## config.mk

```make
export PLATFORM = sky130hd
export DESIGN_NAME = mem_arbiter
export DESIGN_NICKNAME = d
export VERILOG_FILES = /design/src/rtl/mem_arbiter_pkg.sv /design/src/rtl/mem_arbiter_pending_slot.sv /design/src/rtl/mem_arbiter.sv
export SDC_FILE = /design/constraint.sdc
export NUM_CORES = 1
export LEC_CHECK = 0
export BUFFER_PORTS_ARGS = -buffer_cell sky130_fd_sc_hd__buf_2
export CORE_ASPECT_RATIO = 1.2
export CORE_MARGIN = 2
export CORE_UTILIZATION = 33
export DETAILED_ROUTE_END_ITERATION = 8
export GPL_TIMING_DRIVEN = 0
export SETUP_SLACK_MARGIN = 0.2
export SYNTH_ARGS = -nofsm -noshare
export SYNTH_HDL_FRONTEND = slang
export SYNTH_SLANG_ARGS = --single-unit
```

## constraint.sdc

```tcl
create_clock -name clk -period 2.2 [get_ports clk]
set_input_delay 0.22 -clock clk [delete_from_list [all_inputs] [get_ports clk]]
set_output_delay 0.22 -clock clk [all_outputs]
set_load 0.05 [all_outputs]
```

## src/rtl/mem_arbiter_pkg.sv

```systemverilog
// Shared memory-port types for the instruction/data arbiter.
// Compile with ROUND_ROBIN_EN defined to select round-robin conflict resolution.
package mem_arbiter_pkg;

    typedef struct packed {
        logic        mem_valid;
        logic        mem_fence;
        logic        mem_instr;
        logic [31:0] mem_addr;
        logic [31:0] mem_wdata;
        logic [3:0]  mem_wstrb;
    } mem_in_type;

    typedef struct packed {
        logic [31:0] mem_rdata;
        logic        mem_ready;
    } mem_out_type;

    typedef enum logic [1:0] {
        IDLE = 2'd0,
        IMEM = 2'd1,
        DMEM = 2'd2
    } arb_owner_type;

    localparam mem_in_type  MEM_IN_NONE  = '0;
    localparam mem_out_type MEM_OUT_NONE = '0;

    // Conflict-free selection; 'both_pick' resolves the case where both ports want the bus.
    function automatic arb_owner_type arb_pick(input logic i_req, input logic d_req,
                                               input arb_owner_type both_pick);
        if (i_req && d_req) return both_pick;
        if (i_req)          return IMEM;
        if (d_req)          return DMEM;
        return IDLE;
    endfunction

endpackage

```

## src/rtl/mem_arbiter_pending_slot.sv

```systemverilog
// One-entry request holder: presents the incoming pulse if present, else the held request.
module arb_pending_slot
    import mem_arbiter_pkg::*;
(
    input  logic       clk,
    input  logic       rst,
    input  mem_in_type req,
    input  logic       grant,
    output mem_in_type cand
);

    mem_in_type pend_q;

    always_ff @(posedge clk) begin
        if (rst) begin
            pend_q <= MEM_IN_NONE;
        end else if (grant) begin
            pend_q <= MEM_IN_NONE;
        end else if (req.mem_valid) begin
            pend_q <= req;
        end
    end

    assign cand = req.mem_valid ? req : pend_q;

    // A second pulse while one is still held breaks the one-outstanding upstream contract.
    assert property (@(posedge clk) disable iff (rst) !(req.mem_valid && pend_q.mem_valid))
        else $error("arb_pending_slot: request overwrote a pending request");

endmodule

```

## src/rtl/mem_arbiter.sv

```systemverilog
// Two-to-one instruction/data arbiter onto a single memory port, one transaction in flight.
// ROUND_ROBIN_EN selects round-robin conflict resolution instead of fixed priority.
module mem_arbiter
    import mem_arbiter_pkg::*;
#(
    parameter bit instr_first = 1'b0
) (
    input  logic        clk,
    input  logic        rst,
    input  mem_in_type  imem_in,
    output mem_out_type imem_out,
    input  mem_in_type  dmem_in,
    output mem_out_type dmem_out,
    output mem_in_type  mem_in,
    input  mem_out_type mem_out
);

    arb_owner_type owner;
    arb_owner_type winner;
    arb_owner_type both_pick;
    mem_in_type    i_cand;
    mem_in_type    d_cand;
    logic          grant_en;
    logic          gnt_i;
    logic          gnt_d;

`ifdef ROUND_ROBIN_EN
    arb_owner_type rr_last;

    assign both_pick = (rr_last == IMEM) ? DMEM : IMEM;
`else
    assign both_pick = instr_first ? IMEM : DMEM;
`endif

    arb_pending_slot u_islot (
        .clk   (clk),
        .rst   (rst),
        .req   (imem_in),
        .grant (gnt_i),
        .cand  (i_cand)
    );

    arb_pending_slot u_dslot (
        .clk   (clk),
        .rst   (rst),
        .req   (dmem_in),
        .grant (gnt_d),
        .cand  (d_cand)
    );

    // The owner is released in its mem_ready cycle, so the next grant happens with no bubble.
    assign grant_en = !rst && ((owner == IDLE) || mem_out.mem_ready);
    assign winner   = arb_pick(i_cand.mem_valid, d_cand.mem_valid, both_pick);
    assign gnt_i    = grant_en && (winner == IMEM);
    assign gnt_d    = grant_en && (winner == DMEM);

    always_comb begin
        mem_in = MEM_IN_NONE;
        if (gnt_i) begin
            mem_in           = i_cand;
            mem_in.mem_instr = 1'b1;
        end else if (gnt_d) begin
            mem_in           = d_cand;
            mem_in.mem_instr = 1'b0;
        end
    end

    // Responses only reach the current owner; anything arriving while idle or in reset is dropped.
    always_comb begin
        imem_out = MEM_OUT_NONE;
        dmem_out = MEM_OUT_NONE;
        if (!rst) begin
            if (owner == IMEM) imem_out = mem_out;
            if (owner == DMEM) dmem_out = mem_out;
        end
    end

    always_ff @(posedge clk) begin
        if (rst) begin
            owner   <= IDLE;
`ifdef ROUND_ROBIN_EN
            rr_last <= DMEM;
`endif
        end else if (grant_en) begin
            owner <= winner;
`ifdef ROUND_ROBIN_EN
            if (winner != IDLE) rr_last <= winner;
`endif
        end
    end

endmodule

```

==> metrics.log, run 1 <==
[metrics] startpoint of the tightest hold check path: dmem_in[13]
[metrics] Via density: 4.64
[metrics] effective utilization at floorplan: 33.5%
[metrics] chip width: 132 um
[metrics] count of nets after finishing: 1255
[metrics] vias in the first global route: 6106
[metrics] DRC Markers: 0
[metrics] required time of the critical path: 1.98 ns
[metrics] placed cell areas: 8480 um^2
[metrics] gate count after technology mapping: 738
[metrics] Tcrit/Tclk final: 95.9%
[metrics] residual antenna-violating net count after detailed routing: 0
[metrics] R2R depth: 6
[metrics] most area-hungry cell type in the Yosys netlist: sky130_fd_sc_hd__dfxtp_1
[metrics] global-route wire length before repair: 33500 um
[metrics] count of standard-cell rows: 56
[metrics] Static Leakage: 4.82 nW
[metrics] Setup Skew: 0.00883 ns
[metrics] via total after detailed routing: 6274
[metrics] Synth Cell Area: 6500 um^2
[metrics] maximum capacitance violations: 0
[metrics] number of buffers between clock root and the deepest sink: 2
[metrics] largest fanout of any net on the critical path: 8
[metrics] type of the worst setup path: flip-flop to output port
[metrics] master cell of the clock root buffer: sky130_fd_sc_hd__clkbuf_16
[metrics] sequential-to-total area share from yosys stat: 43.7%
[metrics] worst hold slack after final layout: 0.0772 ns
[metrics] dominant cell by count in the synthesized netlist: sky130_fd_sc_hd__nor2_1
[metrics] CTS tree: built
[metrics] worst setup path startpoint: owner[1]
[metrics] number of enable-type register cells in the synthesized netlist: 0
[metrics] fraction of layout cells with a size suffix above 1: 42.8%
[metrics] sort of element at the end of the critical path: output port
[metrics] Diodes inserted: 0
[metrics] length of the first detailed-routing pass in iterations: 4
[metrics] Synth Net Count: 915
[metrics] drt first-iter violations: 274
[metrics] die area: 20900 um^2
[metrics] Peak VDD IR: 506 uV
[metrics] slew at the pin closest to its max-slew limit: 0.707 ns
[metrics] post-DP HPWL: 16200 um
[metrics] total clock buffers created by CTS: 17
[metrics] # H-tree levels: 4
[metrics] core region area: 19400 um^2
[metrics] clock latency on the worst-skew pair: 0.42 ns
[metrics] proportion of synthesized flip-flops having asynchronous set or reset: 0%
[metrics] end point of the worst hold path: u_dslot.pend_q[13]
[metrics] synthesized area per cell: 8.81 um^2
[metrics] ys flop type: sky130_fd_sc_hd__dfxtp_1
[metrics] FILL cells: 1897
[metrics] minimum clock period: 2.11 ns
[metrics] ratio of total power to cell area: 723 nW/um^2
[metrics] path category of the worst min-delay check: input port to flip-flop
[metrics] Port Buffer Count: 308
[metrics] final slew viol count: 0
[metrics] outcome: completed
[metrics] Final Total Pwr: 7.48 mW
[metrics] Hold Crit Depth: 3
[metrics] number of flip-flops and latches in the synthesized netlist: 142
[metrics] setup total negative slack: 0 ns
[metrics] number of antenna violations at the first check in global routing: 2
[metrics] overall global routing resource usage: 20.7%
[metrics] total congestion overflow after global routing: 0
[metrics] number of warnings reported in the yosys synthesis log: 0
[metrics] unrepaired setup endpoints after global routing: true
[metrics] reg-to-reg startpoint: owner[1]
[metrics] number of hold buffers added after CTS: 0
[metrics] cell types occupying the most area after synthesis: sky130_fd_sc_hd__dfxtp_1, sky130_fd_sc_hd__mux2i_1, sky130_fd_sc_hd__nor2_1
[metrics] Crit path arrival time: 1.89 ns
[metrics] Achievable Freq: 474 MHz
[metrics] final count of negative-setup-slack endpoints: 0
[metrics] final RePlAce weighted congestion: 0.766
[metrics] Worst R2R End: u_dslot.pend_q[4]
[metrics] Total Wirelength: 22500 um
[metrics] Design Area, Final: 10300 um^2
[metrics] Max-slew headroom: 52.8%
[metrics] count of pins on the block boundary: 314
[metrics] portion of synthesized cell area occupied by the leading cell type: 43.7%
[metrics] post-layout utilization of the core: 53.3%
[metrics] area overhead of the layout relative to synthesis: 59.0%
[metrics] Setup crit start kind: flip-flop
[metrics] distinct cell type count of the synthesized netlist: 20
[metrics] sinks on the clock net: 142
[metrics] top post-synthesis cells by count: sky130_fd_sc_hd__nor2_1, sky130_fd_sc_hd__dfxtp_1, sky130_fd_sc_hd__mux2i_1, sky130_fd_sc_hd__o22ai_1, sky130_fd_sc_hd__or2_1
[metrics] routed length per placed instance: 16.7 um
[metrics] Die Span Y: 158 um
[metrics] worst reg-to-reg setup slack: 0.37 ns
[metrics] number of failing hold endpoints at the final stage: 0
[metrics] register clock-pin slew on the reported worst setup and hold paths: 0.06 ns
[metrics] largest net degree at the start of global routing: 17
-- metal layers --
layer / wire length, um / track usage (%)
met1: 9920 / 26.5
met2: 11200 / 34.8
met3: 1060 / 4.13
met4: 353 / 6.88
met5: 27 / 0
-- cell type report --
cell class | count | area [um^2] | share of cell area (%)
Tap cell | 261 | 327 | 3.16
Buffer | 66 | 483 | 4.67
Multi-Input combinational cell | 530 | 3910 | 37.8
Timing Repair Buffer | 321 | 2190 | 21.1
Clock buffer | 18 | 439 | 4.25
Sequential cell | 142 | 2850 | 27.5
Clock inverter | 14 | 156 | 1.51
-- sequential cells by signal, indices dropped and copies added, names as in the netlist --
name / flops
u_dslot.pend_q: 70
u_islot.pend_q: 70
owner: 2
-- placed cells by master, fill, tap and decap left out, drive strengths merged, types with 2 or more instances in the layout --
cell,count
clkbuf,67
mux2i,138
a21oi,2
dfxtp,142
buf,338
o22ai,69
bufinv,2
or2,70
clkinv,3
nand2b,38
nor2,207
inv,5
clkinvlp,4
-- through the flow --
stage          worst slack [ns]  std cells
2_1_floorplan            0.0564        738
3_3_place_gp             -0.561       1307
6_report                 0.0901       1352
4_1_cts                  0.0883       1350
3_5_place_dp             -0.552       1307
5_1_grt                  0.0378       1352
-- report_power, final --
group	total (mW)	internal, mW	leakage (nW)	switching (mW)
clock	2.91	1.72	0.280	1.19
combinational	1.83	0.717	3.37	1.11
sequential	2.74	2.71	1.16	0.0356
total	7.48	5.14	4.82	2.34
-- how the worst max path moves through the flow --
stage | to | slack [ns]
CTS | mem_in[45] | 0.09
finish | mem_in[69] | 0.09
floorplan | mem_in[10] | 0.06
detailed placement | mem_in[43] | -0.55
global placement | mem_in[35] | -0.56
global route | mem_in[69] | 0.04
-- timing repair --
action / in CTS / in global routing
gates cloned: 1 / 0
resized for setup: 211 / 126
setup endpoints to repair: 142 / 131
pin swaps: 12 / 1
buffers inserted: 10 / 2
-- critical path, stage by stage, from the launching register on --
cell and delay (ns):
sky130_fd_sc_hd__dfxtp_2 0.35, sky130_fd_sc_hd__o21bai_4 0.20, sky130_fd_sc_hd__o211ai_1 0.13, sky130_fd_sc_hd__buf_6 0.19, sky130_fd_sc_hd__buf_12 0.13, sky130_fd_sc_hd__buf_16 0.14
sky130_fd_sc_hd__o22ai_4 0.16, sky130_fd_sc_hd__buf_8 0.17
-- cells by family (layout without fill, tap and decap cells) --
| family | count (synthesis) | count (layout) | synth area share, % |
|---|---|---|---|
| muxes | 138 | 138 | 21.2 |
| DFF | 142 | 142 | 43.7 |
| AOI/OAI and AO/OA | 75 | 75 | 7.25 |
| and+or+nand+nor | 317 | 317 | 22.9 |
| buffers and inverters | 66 | 419 | 4.94 |
(Power assumes the default switching activity.)
==> run 2: changes to the inputs <==
--- a/config.mk
+++ b/config.mk
@@ -5,6 +5,7 @@
 export SDC_FILE = /design/constraint.sdc
 export NUM_CORES = 1
 export LEC_CHECK = 0
+export ABC_AREA = 1
 export BUFFER_PORTS_ARGS = -buffer_cell sky130_fd_sc_hd__buf_2
 export CORE_ASPECT_RATIO = 1.2
 export CORE_MARGIN = 2
==> run 2 against run 1 <==
Flip-flop and latch count unchanged. Clock-buffer cell count grew 1. Worst setup slack gained 0.056 ns. Highest routed layer is now met4. Clock skew up 0.0048 ns.
==> metrics.log, run 2 <==
[metrics] residual antenna-violating net count after detailed routing: 0
[metrics] total clock buffers created by CTS: 17
[metrics] minimum clock period: 2.05 ns
[metrics] proportion of synthesized flip-flops having asynchronous set or reset: 0%
[metrics] number of buffers between clock root and the deepest sink: 2
[metrics] Setup Skew: 0.0136 ns
[metrics] Die Span Y: 162 um
[metrics] portion of synthesized cell area occupied by the leading cell type: 41.4%
[metrics] chip width: 136 um
[metrics] most area-hungry cell type in the Yosys netlist: sky130_fd_sc_hd__dfxtp_1
[metrics] Switching Share: 34.0%
[metrics] Peak VDD IR: 526 uV
[metrics] drt first-iter violations: 498
[metrics] internal power: 5.44 mW
[metrics] global-route wire length before repair: 40600 um
[metrics] effective utilization at floorplan: 33.8%
[metrics] synthesized area per cell: 6.20 um^2
[metrics] Synth Net Count: 1283
[metrics] required time of the critical path: 1.98 ns
[metrics] Clock Power Share: 36.4%
[metrics] area used by multi-input combinational logic: 3990 um^2
[metrics] die area: 22000 um^2
[metrics] via total after detailed routing: 8154
[metrics] flip-flop and latch area: 2850 um^2
[metrics] highest-count cells in the layout ignoring fill and taps: sky130_fd_sc_hd__nand2_1, sky130_fd_sc_hd__buf_2, sky130_fd_sc_hd__inv_1
[metrics] number of flip-flops and latches in the synthesized netlist: 142
[metrics] gate count after technology mapping: 1106
[metrics] worst hold slack after final layout: 0.0809 ns
[metrics] DRC Markers: 0
[metrics] Achievable Freq: 487 MHz
[metrics] cell types occupying the most area after synthesis: sky130_fd_sc_hd__dfxtp_1, sky130_fd_sc_hd__nand2_1, sky130_fd_sc_hd__o21ai_0
[metrics] biggest regs: u_dslot.pend_q x70, u_islot.pend_q x70, owner x2
[metrics] sequential-to-total area share from yosys stat: 41.4%
[metrics] path category of the worst min-delay check: input port to flip-flop
[metrics] area overhead of the layout relative to synthesis: 68.9%
[metrics] largest net degree at the start of global routing: 17
[metrics] top post-synthesis cells by count: sky130_fd_sc_hd__nand2_1, sky130_fd_sc_hd__inv_1, sky130_fd_sc_hd__nor2_1, sky130_fd_sc_hd__dfxtp_1, sky130_fd_sc_hd__o21ai_0
[metrics] largest fanout of any net on the critical path: 5
[metrics] final slew viol count: 0
[metrics] number of warnings reported in the yosys synthesis log: 0
[metrics] FILL cells: 1968
[metrics] # H-tree levels: 4
[metrics] ys flop type: sky130_fd_sc_hd__dfxtp_1
[metrics] Tcrit/Tclk final: 93.4%
[metrics] unrepaired setup endpoints after global routing: true
[metrics] sequential cell fraction of total power: 33.7%
[metrics] type of the worst setup path: flip-flop to output port
[metrics] count of standard-cell rows: 57
[metrics] Synth Cell Area: 6860 um^2
[metrics] overall global routing resource usage: 23.7%
[metrics] commonest non-fill, non-tap cell in the layout: sky130_fd_sc_hd__nand2_1
[metrics] placed cell areas: 8810 um^2
[metrics] Placed Cells incl. Taps: 1680
[metrics] switching power: 2.80 mW
[metrics] clock latency on the worst-skew pair: 0.43 ns
[metrics] dominant cell by count in the synthesized netlist: sky130_fd_sc_hd__nand2_1
[metrics] maximum capacitance violations: 0
[metrics] final count of negative-setup-slack endpoints: 0
[metrics] slew at the pin closest to its max-slew limit: 0.630 ns
[metrics] final RePlAce weighted congestion: 0.864
[metrics] master cell of the clock root buffer: sky130_fd_sc_hd__clkbuf_16
[metrics] sort of element at the end of the critical path: output port
[metrics] fraction of layout cells with a size suffix above 1: 37.7%
[metrics] number of failing hold endpoints at the final stage: 0
[metrics] power share of the combinational group: 29.9%
[metrics] distinct cell type count of the synthesized netlist: 16
[metrics] length of the first detailed-routing pass in iterations: 7
[metrics] register clock-pin slew on the reported worst setup and hold paths: 0.06 ns
[metrics] Via density: 4.68
[metrics] core region area: 20300 um^2
[metrics] ratio of total power to cell area: 711 nW/um^2
[metrics] Design Area, Final: 11600 um^2
[metrics] post-DP HPWL: 19200 um
[metrics] filler-free cell count of the finished design: 1741
[metrics] Total Wirelength: 27400 um
[metrics] outcome: completed
[metrics] routed length per placed instance: 15.7 um
[metrics] Static Leakage: 5.86 nW
[metrics] count of nets after finishing: 1637
[metrics] Crit path arrival time: 1.83 ns
[metrics] number of enable-type register cells in the synthesized netlist: 0
[metrics] total congestion overflow after global routing: 0
[metrics] number of antenna violations at the first check in global routing: 3
[metrics] Setup crit start kind: flip-flop
[metrics] setup total negative slack: 0 ns
[metrics] Max-slew headroom: 58.0%
[metrics] count of pins on the block boundary: 314
[metrics] Port Buffer Count: 309
[metrics] vias in the first global route: 7650
[metrics] sinks on the clock net: 142
[metrics] CTS tree: built
-- run 2: cell count changes after synthesis, moves of 70 or more --
cell / before / now
sky130_fd_sc_hd__inv_1: 0 / 175
sky130_fd_sc_hd__mux2i_1: 138 / 0
sky130_fd_sc_hd__nand2_1: 0 / 281
sky130_fd_sc_hd__nand3_1: 0 / 70
sky130_fd_sc_hd__o21ai_0: 0 / 135
-- run 2: final timing paths --
kind | cells after the start | start | slack [ns] | to
setup / recovery | 8 | u_dslot.pend_q[70] | 0.15 | mem_in[37]
setup reg to reg | 10 | owner[1] | 0.29 | u_dslot.pend_q[2]
hold / removal | 4 | mem_out[0] | 0.08 | owner[1]
hold reg to reg | 2 | owner[0] | 0.48 | owner[0]
-- run 2: layout make-up --
| cell class | instances | area share (%) |
|---|---|---|
| antenna | 3 | 0.0648 |
| buffer | 80 | 5.61 |
| clock buffer | 19 | 3.82 |
| clock inverter | 13 | 1.40 |
| inverter | 177 | 5.73 |
| multi-input combinational | 710 | 34.5 |
| sequential | 142 | 24.6 |
| tap | 265 | 2.86 |
| timing repair buffer | 332 | 21.5 |
-- run 2: metal layers --
metal	part of all wire [%]	wire [um]	GRT usage, %	vias up
met5	0	0	0	-
met4	1.7	472	6.25	0
met3	5.5	1520	4.65	35
met2	49	13500	39.6	245
met1	43	11800	31.3	3767
li1	-	-	-	4107
-- run 2: critical path: stages (launching register included) --
cell and delay, ns:
sky130_fd_sc_hd__dfxtp_1 0.30, sky130_fd_sc_hd__inv_2 0.06, sky130_fd_sc_hd__nand2_4 0.08, sky130_fd_sc_hd__nor2_4 0.19, sky130_fd_sc_hd__buf_6 0.14, sky130_fd_sc_hd__nand2_8 0.09, sky130_fd_sc_hd__clkbuf_16 0.18, sky130_fd_sc_hd__o21ai_4 0.18
sky130_fd_sc_hd__buf_8 0.17
-- run 2: power groups by stage --
stage | clock (mW) | combinational (mW) | sequential [mW]
final | 3.00 | 2.46 | 2.78
after detailed placement | 0 | 1.76 | 2.83
after global routing | 3.16 | 2.63 | 2.79
after CTS | 3.03 | 2.15 | 2.78
after global placement | 0 | 1.75 | 2.83
after floorplan | 0 | 1.21 | 2.82
-- run 2: per-stage QoR --
stage	power, mW	utilization (%)	worst slack, ns
after global routing	8.58	57.0	0.107
after global placement	4.58	43.4	-0.345
final	8.24	57.0	0.146
after floorplan	4.03	-	-0.0885
after CTS	7.97	52.4	0.113
after detailed placement	4.59	43.4	-0.315
-- run 2: what timing repair did --
| item | CTS | global route |
|---|---|---|
| gates cloned | 6 | 6 |
| gates resized for setup | 351 | 187 |
| endpoints found under the hold margin | 0 | 0 |
| pin swaps | 4 | 5 |
| buffers inserted | 9 | 5 |
| hold buffers | 0 | 0 |
| endpoints found under the setup margin | 103 | 119 |
-- run 2: kinds of logic after synthesis --
group	Yosys count	synth area share [%]
DFF	142	41.4
buffers and inverters	257	14.6
AOI/OAI and AO/OA	140	10.2
and+or+nand+nor	567	33.8
==> run 3: changes to the inputs <==
--- a/config.mk
+++ b/config.mk
@@ -8,11 +8,11 @@
 export ABC_AREA = 1
 export BUFFER_PORTS_ARGS = -buffer_cell sky130_fd_sc_hd__buf_2
 export CORE_ASPECT_RATIO = 1.2
-export CORE_MARGIN = 2
 export CORE_UTILIZATION = 33
 export DETAILED_ROUTE_END_ITERATION = 8
 export GPL_TIMING_DRIVEN = 0
-export SETUP_SLACK_MARGIN = 0.2
+export SETUP_SLACK_MARGIN = 0.1
+export SLEW_MARGIN = 0
 export SYNTH_ARGS = -nofsm -noshare
 export SYNTH_HDL_FRONTEND = slang
 export SYNTH_SLANG_ARGS = --single-unit
==> run 3 against run 2 <==
Clock skew decreased by 0.0032 ns. Maximum frequency down 2.3%. Sequential power about the same. Hold slack improved by 0.019 ns. Clock power fell by 4%. Flip-flop and latch count did not move. Die area decreased by 2.7%. Final cell count decreased by 1.1%. Core utilization is 5.8 points lower. Combinational power fell by 15%. Register-to-register slack better by 0.15 ns. Largest power group unchanged. Highest routed layer unchanged.
==> metrics.log, run 3 (synthesis results as in run 2) <==
[metrics] fraction of layout cells with a size suffix above 1: 32.6%
[metrics] count of standard-cell rows: 57
[metrics] R2R depth: 9
[metrics] number of buffers between clock root and the deepest sink: 2
[metrics] Routed met2 length: 12100 um
[metrics] via total after detailed routing: 7908
[metrics] sort of element at the end of the critical path: output port
[metrics] end of the critical path: imem_out[21]
[metrics] Crit path arrival time: 1.88 ns
[metrics] final slew viol count: 0
[metrics] outcome: completed
[metrics] FILL cells: 2078
[metrics] minimum clock period: 2.10 ns
[metrics] drt first-iter violations: 413
[metrics] number of hold buffers added after CTS: 0
[metrics] flip-flop and latch area: 2840 um^2
[metrics] core region area: 20300 um^2
[metrics] CTS tree: built
[metrics] Worst R2R End: u_dslot.pend_q[0]
[metrics] Design Area, Final: 10400 um^2
[metrics] number of failing hold endpoints at the final stage: 0
[metrics] number of antenna violations at the first check in global routing: 2
[metrics] internal power: 5.19 mW
[metrics] power share of the combinational group: 27.1%
[metrics] sequential cell fraction of total power: 35.7%
[metrics] total congestion overflow after global routing: 0
[metrics] biggest regs: u_dslot.pend_q x70, u_islot.pend_q x70, owner x2
[metrics] type of the worst setup path: input port to output port
[metrics] post-DP HPWL: 18700 um
[metrics] Setup Skew: 0.0104 ns
[metrics] highest-count cells in the layout ignoring fill and taps: sky130_fd_sc_hd__nand2_1, sky130_fd_sc_hd__buf_2, sky130_fd_sc_hd__inv_1
[metrics] Setup crit start kind: input port
[metrics] area used by multi-input combinational logic: 3420 um^2
[metrics] residual antenna-violating net count after detailed routing: 0
[metrics] reg-to-reg startpoint: u_dslot.pend_q[70]
[metrics] Tcrit/Tclk final: 95.6%
[metrics] area overhead of the layout relative to synthesis: 51.7%
[metrics] required time of the critical path: 1.98 ns
[metrics] Die Span Y: 160 um
[metrics] post-layout utilization of the core: 51.2%
[metrics] # H-tree levels: 4
[metrics] Total Wirelength: 25300 um
[metrics] effective utilization at floorplan: 33.8%
[metrics] switching power: 2.58 mW
[metrics] commonest non-fill, non-tap cell in the layout: sky130_fd_sc_hd__nand2_1
[metrics] ratio of total power to cell area: 747 nW/um^2
[metrics] peak per-stage delay on the critical path: 0.65 ns
[metrics] filler-free cell count of the finished design: 1722
[metrics] WP depth: 5
[metrics] Port Buffer Count: 309
[metrics] length of the first detailed-routing pass in iterations: 5
[metrics] overall global routing resource usage: 23.4%
[metrics] Clock Power Share: 37.2%
[metrics] Switching Share: 33.2%
[metrics] unrepaired setup endpoints after global routing: true
[metrics] worst setup path startpoint: rst
[metrics] Via density: 4.59
[metrics] Max-slew headroom: 48.6%
[metrics] clock latency on the worst-skew pair: 0.42 ns
[metrics] chip width: 134 um
[metrics] cell-by-cell trace of the critical path: buf_2 > clkbuf_1 > clkbuf_1 > nor3_1 > buf_4
[metrics] worst reg-to-reg setup slack: 0.44 ns
[metrics] vias in the first global route: 7520
[metrics] Static Leakage: 5.48 nW
[metrics] path category of the worst min-delay check: input port to flip-flop
[metrics] Achievable Freq: 476 MHz
[metrics] placed cell areas: 8810 um^2
[metrics] total clock buffers created by CTS: 17
[metrics] Critical Path Slowest Stage Cell: sky130_fd_sc_hd__clkbuf_1
[metrics] DRC Markers: 0
[metrics] largest net degree at the start of global routing: 17
[metrics] count of nets after finishing: 1619
[metrics] Buf/Inv on CP: 4
[metrics] largest fanout of any net on the critical path: 10
[metrics] max layer used: met4
[metrics] metal1 wirelength: 11500 um
[metrics] top cell family by delay on the critical path: buffers and inverters
[metrics] routed length per placed instance: 14.7 um
[metrics] count of pins on the block boundary: 314
[metrics] final RePlAce weighted congestion: 0.927
[metrics] register clock-pin slew on the reported worst setup and hold paths: 0.06 ns
[metrics] final count of negative-setup-slack endpoints: 0
[metrics] maximum capacitance violations: 0
[metrics] global-route wire length before repair: 39000 um
[metrics] master cell of the clock root buffer: sky130_fd_sc_hd__clkbuf_16
[metrics] Placed Cells incl. Taps: 1680
[metrics] slew at the pin closest to its max-slew limit: 0.771 ns
[metrics] sinks on the clock net: 142
[metrics] Peak VDD IR: 508 uV
[metrics] Worst path most repeated cell: sky130_fd_sc_hd__clkbuf_1
[metrics] die area: 21400 um^2
[metrics] met3 wire length: 1410 um
-- run 3: changes by cell type in the layout (fill, tap and decap cells not counted), sizes merged --
cell / previous run / this run
inv: 180 / 178
clkbuf: 70 / 72
clkinv: 4 / 2
diode: 3 / 2
clkinvlp: 3 / 4
buf: 361 / 348
nand2: 291 / 288
bufinv: 3 / 2
-- run 3: worst min-delay path by stage --
stage | from | end | slack [ns] | depth (start not counted)
floorplan | mem_out[0] | owner[0] | 0.40 | 3
global placement | u_islot.pend_q[70] | u_islot.pend_q[70] | 0.45 | 2
finish | mem_out[0] | owner[1] | 0.1 | 4
detailed placement | u_islot.pend_q[70] | u_islot.pend_q[70] | 0.45 | 2
CTS | mem_out[0] | owner[0] | 0.08 | 4
global route | mem_out[0] | owner[1] | 0.13 | 4
-- run 3: metal layers --
metal  GRT usage, %  vias to the layer above
li1               -                     4060
met1           31.0                     3573
met2           37.3                      252
met3           5.14                       23
met4           8.01                        0
met5              0                        -
-- run 3: layout make-up --
class                   count  share of cell area, %
plain buffers              78                   4.47
clock buffers              23                   4.59
well taps                 265                   3.19
diodes                      2                 0.0481
inverters                 177                   6.38
flip-flops and latches    142                   27.3
clock inverters             9                   1.05
repair buffers            319                   20.1
multi-input cells         707                   32.9
-- run 3: worst min-delay path, delay by kind of cell --
family | cells | cell delay, ns
buf+inv | 2 | 0.15
compound gates | 1 | 0.06
simple gates | 1 | 0.05
-- run 3: through the flow --
| step | setup TNS (ns) | setup WS, ns | power, mW | hold slack, ns |
|---|---|---|---|---|
| after floorplan | -6.54 | -0.0885 | 4.03 | 0.395 |
| after global placement | -2.43 | -0.308 | 4.58 | 0.445 |
| after detailed placement | -3.43 | -0.300 | 4.59 | 0.453 |
| after CTS | 0 | 0.0104 | 7.65 | 0.0795 |
| after global routing | 0 | 0.0230 | 8.11 | 0.127 |
| final | 0 | 0.0972 | 7.77 | 0.0997 |
-- run 3: power by group through the flow --
| stage | Combinational [mW] | Sequential [mW] | Clock (mW) |
|---|---|---|---|
| final | 2.10 | 2.78 | 2.89 |
| after global routing | 2.27 | 2.79 | 3.04 |
| after CTS | 1.95 | 2.78 | 2.93 |
| after detailed placement | 1.76 | 2.83 | 0 |
| after global placement | 1.75 | 2.83 | 0 |
| after floorplan | 1.21 | 2.82 | 0 |
-- run 3: timing repair --
action,in CTS,in global routing
gates cloned,0,2
resized for setup,187,155
buffers inserted,3,5
pin swaps,0,5
endpoints found under the hold margin,0,0
endpoints found under the setup margin,102,96
